===== config.mk =====
export PLATFORM = sky130hd
export DESIGN_NAME = cube_scan_sequencer
export DESIGN_NICKNAME = d
export VERILOG_FILES = /design/src/rtl/cube_scan_sequencer.sv
export SDC_FILE = /design/constraint.sdc
export NUM_CORES = 1
export LEC_CHECK = 0
export CAP_MARGIN = 25
export CORE_MARGIN = 1.5
export CORE_UTILIZATION = 43
export DETAILED_ROUTE_END_ITERATION = 6
export PLACE_DENSITY_LB_ADDON = 0.15
export SYNTH_ARGS = -nofsm -noshare
export SYNTH_HDL_FRONTEND = slang
export SYNTH_SLANG_ARGS = --single-unit

===== constraint.sdc =====
create_clock -name clk -period 1.9 [get_ports clk]
set_clock_uncertainty 0.2 [all_clocks]
set_input_delay 0.38 -clock clk [delete_from_list [all_inputs] [get_ports clk]]
set_output_delay 0.38 -clock clk [all_outputs]
set_load 0.01 [all_outputs]

===== src/rtl/cube_scan_sequencer.sv =====
// Scans one 8x8x8 frame out of the cube stream buffer layer by layer:
// blank, load eight column latches, then light the layer for a fixed dwell.
module cube_scan_sequencer #(
  parameter int DWELL_CYCLES = 2000,
  parameter int BLANK_CYCLES = 16
) (
  input  logic       clk,
  input  logic       rst_n,
  input  logic       enable,
  input  logic [7:0] data_in,
  input  logic       frame_swap_req,
  output logic [5:0] frame_addr,
  output logic [7:0] latch_data,
  output logic [7:0] latch_sel,
  output logic       latch_stb,
  output logic [7:0] layer_en,
  output logic       oe_n,
  output logic       scan_done,
  output logic       frame_swap_ack
);

  localparam int MAX_CYCLES = (DWELL_CYCLES > BLANK_CYCLES) ? DWELL_CYCLES : BLANK_CYCLES;
  localparam int CW = $clog2(MAX_CYCLES + 1);
  localparam logic [CW-1:0] DWELL_LAST = CW'(DWELL_CYCLES - 1);
  localparam logic [CW-1:0] BLANK_LAST = CW'(BLANK_CYCLES - 1);

  typedef enum logic [2:0] {
    IDLE,
    BLANK,
    LOAD_ADDR,
    LOAD_STB,
    DWELL
  } state_t;

  state_t        state, state_next;
  logic [2:0]    layer, layer_next;
  logic [2:0]    col, col_next;
  logic [CW-1:0] cnt, cnt_next;
  logic [7:0]    latch_data_next;
  logic          scan_done_next;
  logic          ack_next;

  always_ff @(posedge clk) begin
    if (!rst_n) begin
      state          <= IDLE;
      layer          <= 3'd0;
      col            <= 3'd0;
      cnt            <= '0;
      latch_data     <= 8'd0;
      scan_done      <= 1'b0;
      frame_swap_ack <= 1'b0;
    end else begin
      state          <= state_next;
      layer          <= layer_next;
      col            <= col_next;
      cnt            <= cnt_next;
      latch_data     <= latch_data_next;
      scan_done      <= scan_done_next;
      frame_swap_ack <= ack_next;
    end
  end

  always_comb begin
    state_next      = state;
    layer_next      = layer;
    col_next        = col;
    cnt_next        = cnt;
    latch_data_next = latch_data;
    scan_done_next  = 1'b0;
    ack_next        = 1'b0;
    frame_addr      = 6'd0;
    latch_sel       = 8'd0;
    latch_stb       = 1'b0;
    layer_en        = 8'd0;
    oe_n            = 1'b1;

    case (state)
      IDLE: begin
        layer_next      = 3'd0;
        col_next        = 3'd0;
        cnt_next        = '0;
        latch_data_next = 8'd0;
        if (enable) state_next = BLANK;
      end
      BLANK: begin
        if (cnt == BLANK_LAST) begin
          cnt_next   = '0;
          col_next   = 3'd0;
          state_next = LOAD_ADDR;
        end else begin
          cnt_next = cnt + 1'b1;
        end
      end
      LOAD_ADDR: begin
        frame_addr      = {layer, col};
        latch_data_next = data_in;
        state_next      = LOAD_STB;
      end
      LOAD_STB: begin
        frame_addr = {layer, col};
        latch_stb  = 1'b1;
        latch_sel  = 8'd1 << col;
        if (col == 3'd7) begin
          state_next = DWELL;
        end else begin
          col_next   = col + 3'd1;
          state_next = LOAD_ADDR;
        end
      end
      DWELL: begin
        layer_en = 8'd1 << layer;
        oe_n     = 1'b0;
        if (cnt == DWELL_LAST) begin
          cnt_next   = '0;
          layer_next = layer + 3'd1;
          state_next = BLANK;
          // Swaps are only granted here so a displayed frame is never torn.
          if (layer == 3'd7) begin
            scan_done_next = 1'b1;
            ack_next       = frame_swap_req;
          end
        end else begin
          cnt_next = cnt + 1'b1;
        end
      end
      default: state_next = IDLE;
    endcase

    if (state != IDLE && !enable) begin
      state_next      = IDLE;
      layer_next      = 3'd0;
      col_next        = 3'd0;
      cnt_next        = '0;
      latch_data_next = 8'd0;
      scan_done_next  = 1'b0;
      ack_next        = 1'b0;
    end
  end

endmodule


# [After elaboration in Yosys (flattened, before gate mapping)]
# Index checks and enable logic that the tools add are counted.
[totals] ff_bits=30 latch_bits=0 mem_count=0 elab_cells=63 romBits=0 out_inout_bits=34 ram_bits=0
[classes] mul=0 n_reduce_logical=15 addsub=3 order_cmp=0 muxes=20 n_div=0 n_bitwise=4 n_shift=2 eq_ne=12
[op_table] operator="$pmux W11 S3" n=1
[op_table] operator="$mux W11" n=2
[op_table] operator="$mux W3" n=7
[op_table] operator="$mux W8" n=2
[op_table] operator="$pmux W8 S2" n=1
[op_table] operator="$shl A1 B3 Y8 const A" n=2
[op_table] operator="$pmux W3 S5" n=1
[op_table] operator="$add A11 B1 Y11 const B" n=1
[op_table] operator="$eq A11 B11 Y1 const B" n=1
[op_table] operator="$eq A11 B4 Y1 const B" n=1
[op_table] operator="$eq A3 B3 Y1 const B" n=3
[op_table] operator="$pmux W3 S3" n=1
[op_table] operator="$reduce_bool A3 Y1" n=3
[op_table] operator="$ne A2 B2 Y1 const B" n=4
[op_table] operator="$add A3 B1 Y3 const B" n=2
[op_table] operator="$eq A3 B2 Y1 const B" n=2
[op_table] operator="$mux W6" n=1
[op_table] operator="$pmux W3 S2" n=1
[op_table] operator="$reduce_and A3 Y1" n=2
[op_table] operator="$reduce_or A5 Y1" n=1
[op_table] operator="$not A1 Y1" n=4
[op_table] operator="$reduce_bool A2 Y1" n=2
[op_table] operator="$reduce_or A2 Y1" n=2
[op_table] operator="$reduce_or A4 Y1" n=1
[op_table] operator="other kinds (6)" n=8

# [Depth between registers and ports, before layout]
# Gate-level depths: netlist (run 1).
[depth] depth_word=3 depth_mapped=9 mapped_depth_nobuf=6

# [Worst setup path before layout (run 1)]
# No wires, ideal clock.
[synth_timing] path_kind="register -> register" from="register cnt[0]" to="register layer[1]" setup_ns=0.128 t_required_ns=1.572 arrival_time_ns=1.770 n_path_buf=1 stages_incl_launch_ff=8 path_slack_ns=-0.197 path_cell_list="dfxtp_1 > ha_1 > nand3_1 > or4_1 > clkbuf_1 > a21o_1 > a32oi_1 > nor2_1"
[synth_between] elab_chain_len=3
[synth_rtl] element="start, declared" line_no="38" rtl="logic [CW-1:0] cnt, cnt_next;"
[synth_rtl] element="start signal, assigned" line_no="56" rtl="cnt <= cnt_next;"
[synth_rtl] element="$eq A11 B11 Y1" line_no="113" rtl="if (cnt == DWELL_LAST) begin"
[synth_rtl] element="$ne A2 B2 Y1 (no line)"
[synth_rtl] element="$reduce_and A2 Y1 (no line)"
[synth_rtl] element="end signal, assigned" line_no="54" rtl="layer <= layer_next;"
[synth_rtl] element="end, declared" line_no="36" rtl="logic [2:0] layer, layer_next;"
# No other way between the ends.
# A chain may end at the register's enable or synchronous reset.

# [Worst setup path in the final report (run 1)]
[layout_timing] from="register cnt[9]" to="register col[2]"
[layout_between] elab_chain_len=3
[layout_rtl] element="$eq A11 B4 Y1" line_no="86" rtl="if (cnt == BLANK_LAST) begin"
[layout_rtl] element="$ne A2 B2 Y1 (no line)"
[layout_rtl] element="$reduce_and A3 Y1 (no line)"
[layout_rtl] element="end signal, assigned" line_no="55" rtl="col <= col_next;"
[layout_rtl] element="end, declared" line_no="37" rtl="logic [2:0] col, col_next;"
# No other way between the ends.

==> run summary, run 1 <==
Core Util, Final: 78.31%
Hold Startpoint: latch_data[4]
Largest family of logic cells by synthesized area: simple AND/OR/NAND/NOR gates
Mapped Area: 0.001720 sq mm
M1 GR Usage: 26.99%
WHS Endpoint: latch_data[4]
Asr flop ratio synth: 0%
FF+latch count, synth: 30
CTS Buf Count: 5
Worst Setup Slack, final: -0.2227 ns
Critical path required time: 1.88 ns
P_sw: 0.0003262 W
Drt pass-1 iters: 4
CTS max path bufs: 2
Gr busiest metal: met2
Top cells by area, synth: dfxtp_1 (35%), ha_1 (9.5%), and3_1 (6.9%)
IO buf count: 45
Worst Hold Class: register to register
Crit path DAT: 2.10 ns
GR Layer Usage met3: 6.303%
Fin crit period: 2.123 ns
DR DRC count: 0
Power Internal: 0.001085 W
# IOs: 46
Power per cell area: 481.5 mW/mm^2
DP Worst Slack: -0.2124 ns
Mux cell area share after synthesis: 0%
RSZ-0062 raised after global routing: yes
Site Rows: 22
Power after layout: 0.001412 W
Final nets: 328
Root Driver: clkbuf_8
Outcome: finished with violations
Max-capacitance violation count: 0
Net Count, Synth: 233
Cells after DPL: 337
Most frequent cells after synthesis: dfxtp_1 (30), and3_1 (19), a21oi_1 (18), nor2_1 (15), nand3_1 (14)
Post-synth top area share: 34.91%
Sequential cell area fraction in the yosys report: 34.91%
Largest net degree at the start of global routing: 20
Final cell count without fillers: 352
Combinational Power Share: 9.1%
Met2 Usage GRT: 40.13%
Starting Density: 45.96%
Fraction of layout instances using a drive strength above 1: 50.33%
Worst-Margin Slew: 0.5312 ns
Initial DRC count: 105
Number of synthesized flops with an enable pin: 0
Worst-skew pair later-pin latency: 0.29 ns
Dpl hpwl: 3.453 mm
Gp weighted congestion: 0.7837
Fraction of the mapped netlist area in simple logic gates: 28.22%
Final critical-path share of the clock period: 111.7%
CP max FO: 3
Leak: 1.247 nW
Vias in the first global route: 1,765
Grt ovf: 0
Reg power frac: 45.4%
Ys Warns: 0
Reg2Reg Launch Point: cnt[9]
Die height: 66.25 um
Post-Synthesis Cells: 208
Compound-gate portion of the synthesized area: 20.36%
Hold Fails Final Rpt: 0
R2R depth: 5
Net Sw Frac: 23.11%
Slew HR: 64.46%
Startpoint Class: register
# diodes: 0
Vias: 1,908
Synth Area per Inst: 8.271 sq um
Yosys top cell by area: dfxtp_1
Final setup fails: 13
Area grow syn2layout: 70.40%
CTS tree: yes
Post-synthesis adder-cell area fraction: 9.455%
First-pass GRT wire length: 7.790 mm
Core Region: 0.003744 sq mm
Routed length per instance: 15.41 um
Ys flop type: dfxtp_1
Initial antenna violation count: 0
Cell with the most instances after synthesis: dfxtp_1
Clk network pwr share: 45.6%
Critical path class: register to register
R2r setup slk: -0.22 ns
DIE WIDTH: 66.25 um
DIE AREA: 0.004389 sq mm
DR vias/cell: 5.420
Maximum vdd drop: 0.4080 mV
CTS sink cnt: 30
Slew Viols, Final: 0
Violated checks: setup timing
Xor and xnor area share after synthesis: 1.018%
Post-route antenna net violation count: 0
Worst r2r dst: col[2]
H-tree depth: 2
Hold path depth: 2
DRT Wirelength: 5.425 mm
Worst setup EP type: register
Clock transition at the registers of the reported paths: 0.07 ns
Total GRT Usage: 23.37%
Max Clk Rate: 0.4711 GHz
Synth cell types: 42
[worst max path at each step]
stage / slack [ns] / cells past startpoint / start / endpoint
global placement: -0.18 / 4 / state[0] / layer_en[6]
CTS: -0.17 / 7 / cnt[9] / cnt[2]
floorplan: -0.12 / 5 / cnt[9] / col[1]
finish: -0.22 / 5 / cnt[9] / col[2]
detailed placement: -0.21 / 5 / state[1] / latch_sel[4]
global route: -0.27 / 5 / cnt[9] / col[1]
[state kept, by name, summed over array words and instances, names as in the netlist]
register	flops
layer	3
state	3
latch_data	8
cnt	11
scan_done	1
frame_swap_ack	1
col	3
[cells by family after synthesis]
kind of cell	Yosys count
AOI/OAI and AO/OA	54
xor gates and xnor gates	2
and+or+nand+nor	87
DFF	30
adders and majority gates	13
buffers and inverters	22
[cell usage in the layout, fill, tap and decap left out, types with 2 or more instances in the layout]
master and instances:
nand2_2 2, nor3_2 2, ha_4 7, nand2_1 10, inv_2 5, dfxtp_2 12, nand4_1 2, a31oi_1 6
and3_1 13, or3_1 2, ha_1 5, a21o_1 3, nand2b_1 2, o21ai_2 5, nand3_1 13, a21oi_1 13
nor2_1 14, or4_4 3, clkbuf_8 5, a41oi_2 2, buf_6 17, nor4_4 2, and2_1 7, a22o_1 3
dfxtp_1 17, clkdlybuf4s50_1 21, and3_4 6, inv_1 5, o21ai_0 8, buf_4 44, buf_2 12, clkinv_2 2
clkbuf_2 5, a21oi_2 5
[layout make-up]
cell class                      instances  area [sq um]
Multi-Input combinational cell        156          1282
Timing Repair Buffer                   99         817.0
Fill cell                             282         812.0
Sequential cell                        30         619.3
Clock buffer                            5         68.82
Tap cell                               48         60.06
Inverter                               11         43.79
Clock inverter                          3         40.04
[layer usage]
metal | vias to the layer above | wire (um)
met3 | 7 | 225
met5 | - | 0
met1 | 921 | 2183
li1 | 938 | -
met4 | 0 | 77
met2 | 42 | 2938
[power by group through the flow]
stage          clock network, W   logic, W  registers [W]
2_1_floorplan                 0  0.0000479       0.000654
3_3_place_gp                  0   0.000105       0.000654
3_5_place_dp                  0   0.000107       0.000654
4_1_cts                0.000653   0.000110       0.000640
5_1_grt                0.000677   0.000137       0.000641
6_report               0.000643   0.000128       0.000641
[metrics by stage]
step	hold slack, ns	area, sq um	setup TNS, ns
2_1_floorplan	0.2294	1757	-0.3959
3_3_place_gp	0.2557	2550	-4.252
3_5_place_dp	0.2684	2550	-5.181
4_1_cts	0.2756	2673	-1.765
5_1_grt	0.3213	2932	-2.474
6_report	0.2744	2932	-1.299
[critical path: stages (launching register included)]
cell,delay (ns)
dfxtp_2,0.33
or4_4,0.56
or4_4,0.46
o221a_4,0.26
o21ai_2,0.14
a21oi_1,0.07
[repair_timing]
| item | 4_1_cts | 5_1_grt |
|---|---|---|
| setup endpoints to repair | 39 | 42 |
| resized for setup | 106 | 70 |
| hold buffers | 0 | 0 |
| pin swaps | 2 | 25 |
| cloned | 0 | 1 |
| buffers inserted | 4 | 3 |
Power figures use the tool's default switching activity.
==> inputs of run 2 (changes only) <==
--- a/config.mk
+++ b/config.mk
@@ -8,6 +8,7 @@
 export CAP_MARGIN = 25
 export CORE_MARGIN = 1.5
 export CORE_UTILIZATION = 43
+export CTS_BUF_LIST = sky130_fd_sc_hd__clkbuf_16
 export DETAILED_ROUTE_END_ITERATION = 6
 export PLACE_DENSITY_LB_ADDON = 0.15
 export SYNTH_ARGS = -nofsm -noshare
==> run 2 against run 1 <==
The run still ends with setup timing left. First-iteration DRC count grew 8.6%. Cell area shrank 2.6%. Critical path depth is the same. Core utilization shrank 2.0 points. Critical path type unchanged. Largest cell class unchanged.
==> run summary, run 2 (synthesis results as in run 1) <==
Fin crit period: 2.086 ns
Vias in the first global route: 1,782
Worst-Margin Slew: 0.5118 ns
Crit path DAT: 2.05 ns
Filler cells: 290
Met3 wire length: 236 um
DIE WIDTH: 66.25 um
Leak: 1.264 nW
Setup tns final: -2.038 ns
Largest net degree at the start of global routing: 20
# IOs: 46
R2r setup slk: -0.19 ns
Hold Startpoint: latch_data[0]
DRT Wirelength: 5.433 mm
Dpl hpwl: 3.453 mm
Hold Fails Final Rpt: 0
P_sw: 0.0003528 W
Worst-skew pair later-pin latency: 0.28 ns
Final nets: 328
Met1 wire length: 2.178 mm
Critical path class: register to register
Initial antenna violation count: 0
Net Sw Frac: 21.24%
Clock transition at the registers of the reported paths: 0.05 ns
Max-capacitance violation count: 0
DR DRC count: 0
CTS sink cnt: 30
Area grow syn2layout: 66.04%
Root Driver: clkbuf_16
DIE AREA: 0.004389 sq mm
Fraction of layout instances using a drive strength above 1: 45.07%
Buf/Inv on CP: 0
Final cell count without fillers: 352
Largest registers: cnt: 11 flops, latch_data: 8 flops
Slew HR: 65.88%
Starting Density: 45.96%
Vias: 1,937
DP Area: 0.002550 sq mm
Core Util, Final: 76.30%
Critical path required time: 1.86 ns
Power after layout: 0.001661 W
Final critical-path share of the clock period: 109.8%
Commonest non-fill, non-tap cell in the layout: buf_4
CTS tree: yes
Worst Hold Class: register to register
Drt pass-1 iters: 4
Max Clk Rate: 0.4795 GHz
Crit-path cells: or4_4, or4_4, o221a_4, o21ai_2, a21oi_1
Power Internal: 0.001308 W
Critical path's slowest cell: or4_4
Maximum vdd drop: 0.5083 mV
Combinational Power Share: 7.5%
WHS Endpoint: latch_data[0]
Worst Setup Slack, final: -0.1855 ns
Largest Register: cnt
Cell mode on critical path: or4_4
Reg2Reg Launch Point: cnt[9]
CTS max path bufs: 2
Slew Viols, Final: 0
Max layer used: met4
Die height: 66.25 um
Layout Cell Area excl Fill: 0.002856 sq mm
Largest delay contributor family on the critical path: simple AND/OR/NAND/NOR gates
Total GRT Usage: 23.58%
Grt ovf: 0
Clk network pwr share: 54.0%
H-tree depth: 2
Worst setup EP type: register
Worst r2r dst: col[2]
CP max FO: 3
Reg power frac: 38.5%
Cells after DPL: 337
Site Rows: 22
IO buf count: 45
Hold path depth: 2
Core Region: 0.003744 sq mm
RSZ-0062 raised after global routing: yes
R2R depth: 5
Routed length per instance: 15.43 um
Gp weighted congestion: 0.7837
Initial DRC count: 114
CP max stage delay: 0.55 ns
Max reg flops: 11
Routed wl met2: 2.877 mm
Startpoint Class: register
First-pass GRT wire length: 7.914 mm
# diodes: 0
Crit. Startpoint: cnt[9]
Outcome: finished with violations
Final setup fails: 21
Most frequent cells in the layout: buf_4 (47), clkdlybuf4s50_1 (21), dfxtp_1 (18)
CTS Buf Count: 5
Post-route antenna net violation count: 0
DR vias/cell: 5.503
Power per cell area: 581.5 mW/mm^2
Violated checks: setup timing
## run 2: cell count changes in the layout (fill, tap and decap cells not counted), sizes merged
cell / change
buf: -3
clkbuf: +2
clkdlybuf4s15: +1
## run 2: repair_timing
action                                  CTS  global route
pin swaps                                 1            19
setup buffers                             2             5
hold buffers                              0             0
gates cloned                              0             1
resized for setup                        85            60
endpoints found under the setup margin   39            40
## run 2: layout make-up
class                           count  area (sq um)  area share (%)
Clock buffer                        5         125.1           4.380
Timing Repair Buffer               99         783.3           27.42
Tap cell                           48         60.06           2.102
Sequential cell                    30         623.1           21.81
Multi-Input combinational cell    156          1181           41.35
Clock inverter                      3         40.04           1.402
Inverter                           11         43.79           1.533
## run 2: how the worst max path moves through the flow
stage          cells past startpoint  slack (ns)            to
2_1_floorplan                      5       -0.12        col[1]
5_1_grt                            9       -0.24        cnt[2]
6_report                           5       -0.19        col[2]
3_5_place_dp                       5       -0.21  latch_sel[4]
3_3_place_gp                       4       -0.18   layer_en[6]
4_1_cts                            7       -0.17        cnt[2]
## run 2: worst min-delay path, stage by stage (launching register included)
cell and delay, ns:
dfxtp_1 0.30, o21ai_0 0.07, a21oi_1 0.06
## run 2: through the flow
stage | setup slack, ns | hold WS, ns
after floorplan | -0.1174 | 0.2294
after global placement | -0.1752 | 0.2557
after detailed placement | -0.2124 | 0.2684
after CTS | -0.1687 | 0.2734
after global routing | -0.2405 | 0.3185
final | -0.1855 | 0.2746
## run 2: power by group through the flow
stage	Combinational (W)	Sequential, W	Clock (W)
after floorplan	0.0000479	0.000654	0
after global placement	0.000105	0.000654	0
after detailed placement	0.000107	0.000654	0
after CTS	0.000110	0.000642	0.000900
after global routing	0.000133	0.000639	0.000926
final	0.000125	0.000639	0.000897
## run 2: routing by layer
metal / GRT usage, % / vias up
met5: 0 / -
met2: 41.88 / 56
met1: 27.62 / 923
li1: - / 942
met3: 5.281 / 16
met4: 8.163 / 0
==> inputs of run 3 (changes only) <==
--- a/config.mk
+++ b/config.mk
@@ -11,6 +11,7 @@
 export CTS_BUF_LIST = sky130_fd_sc_hd__clkbuf_16
 export DETAILED_ROUTE_END_ITERATION = 6
 export PLACE_DENSITY_LB_ADDON = 0.15
+export SLEW_MARGIN = 40
 export SYNTH_ARGS = -nofsm -noshare
 export SYNTH_HDL_FRONTEND = slang
 export SYNTH_SLANG_ARGS = --single-unit
==> results of run 3 <==
Final layout, timing and power as in run 2 (identical DEF).
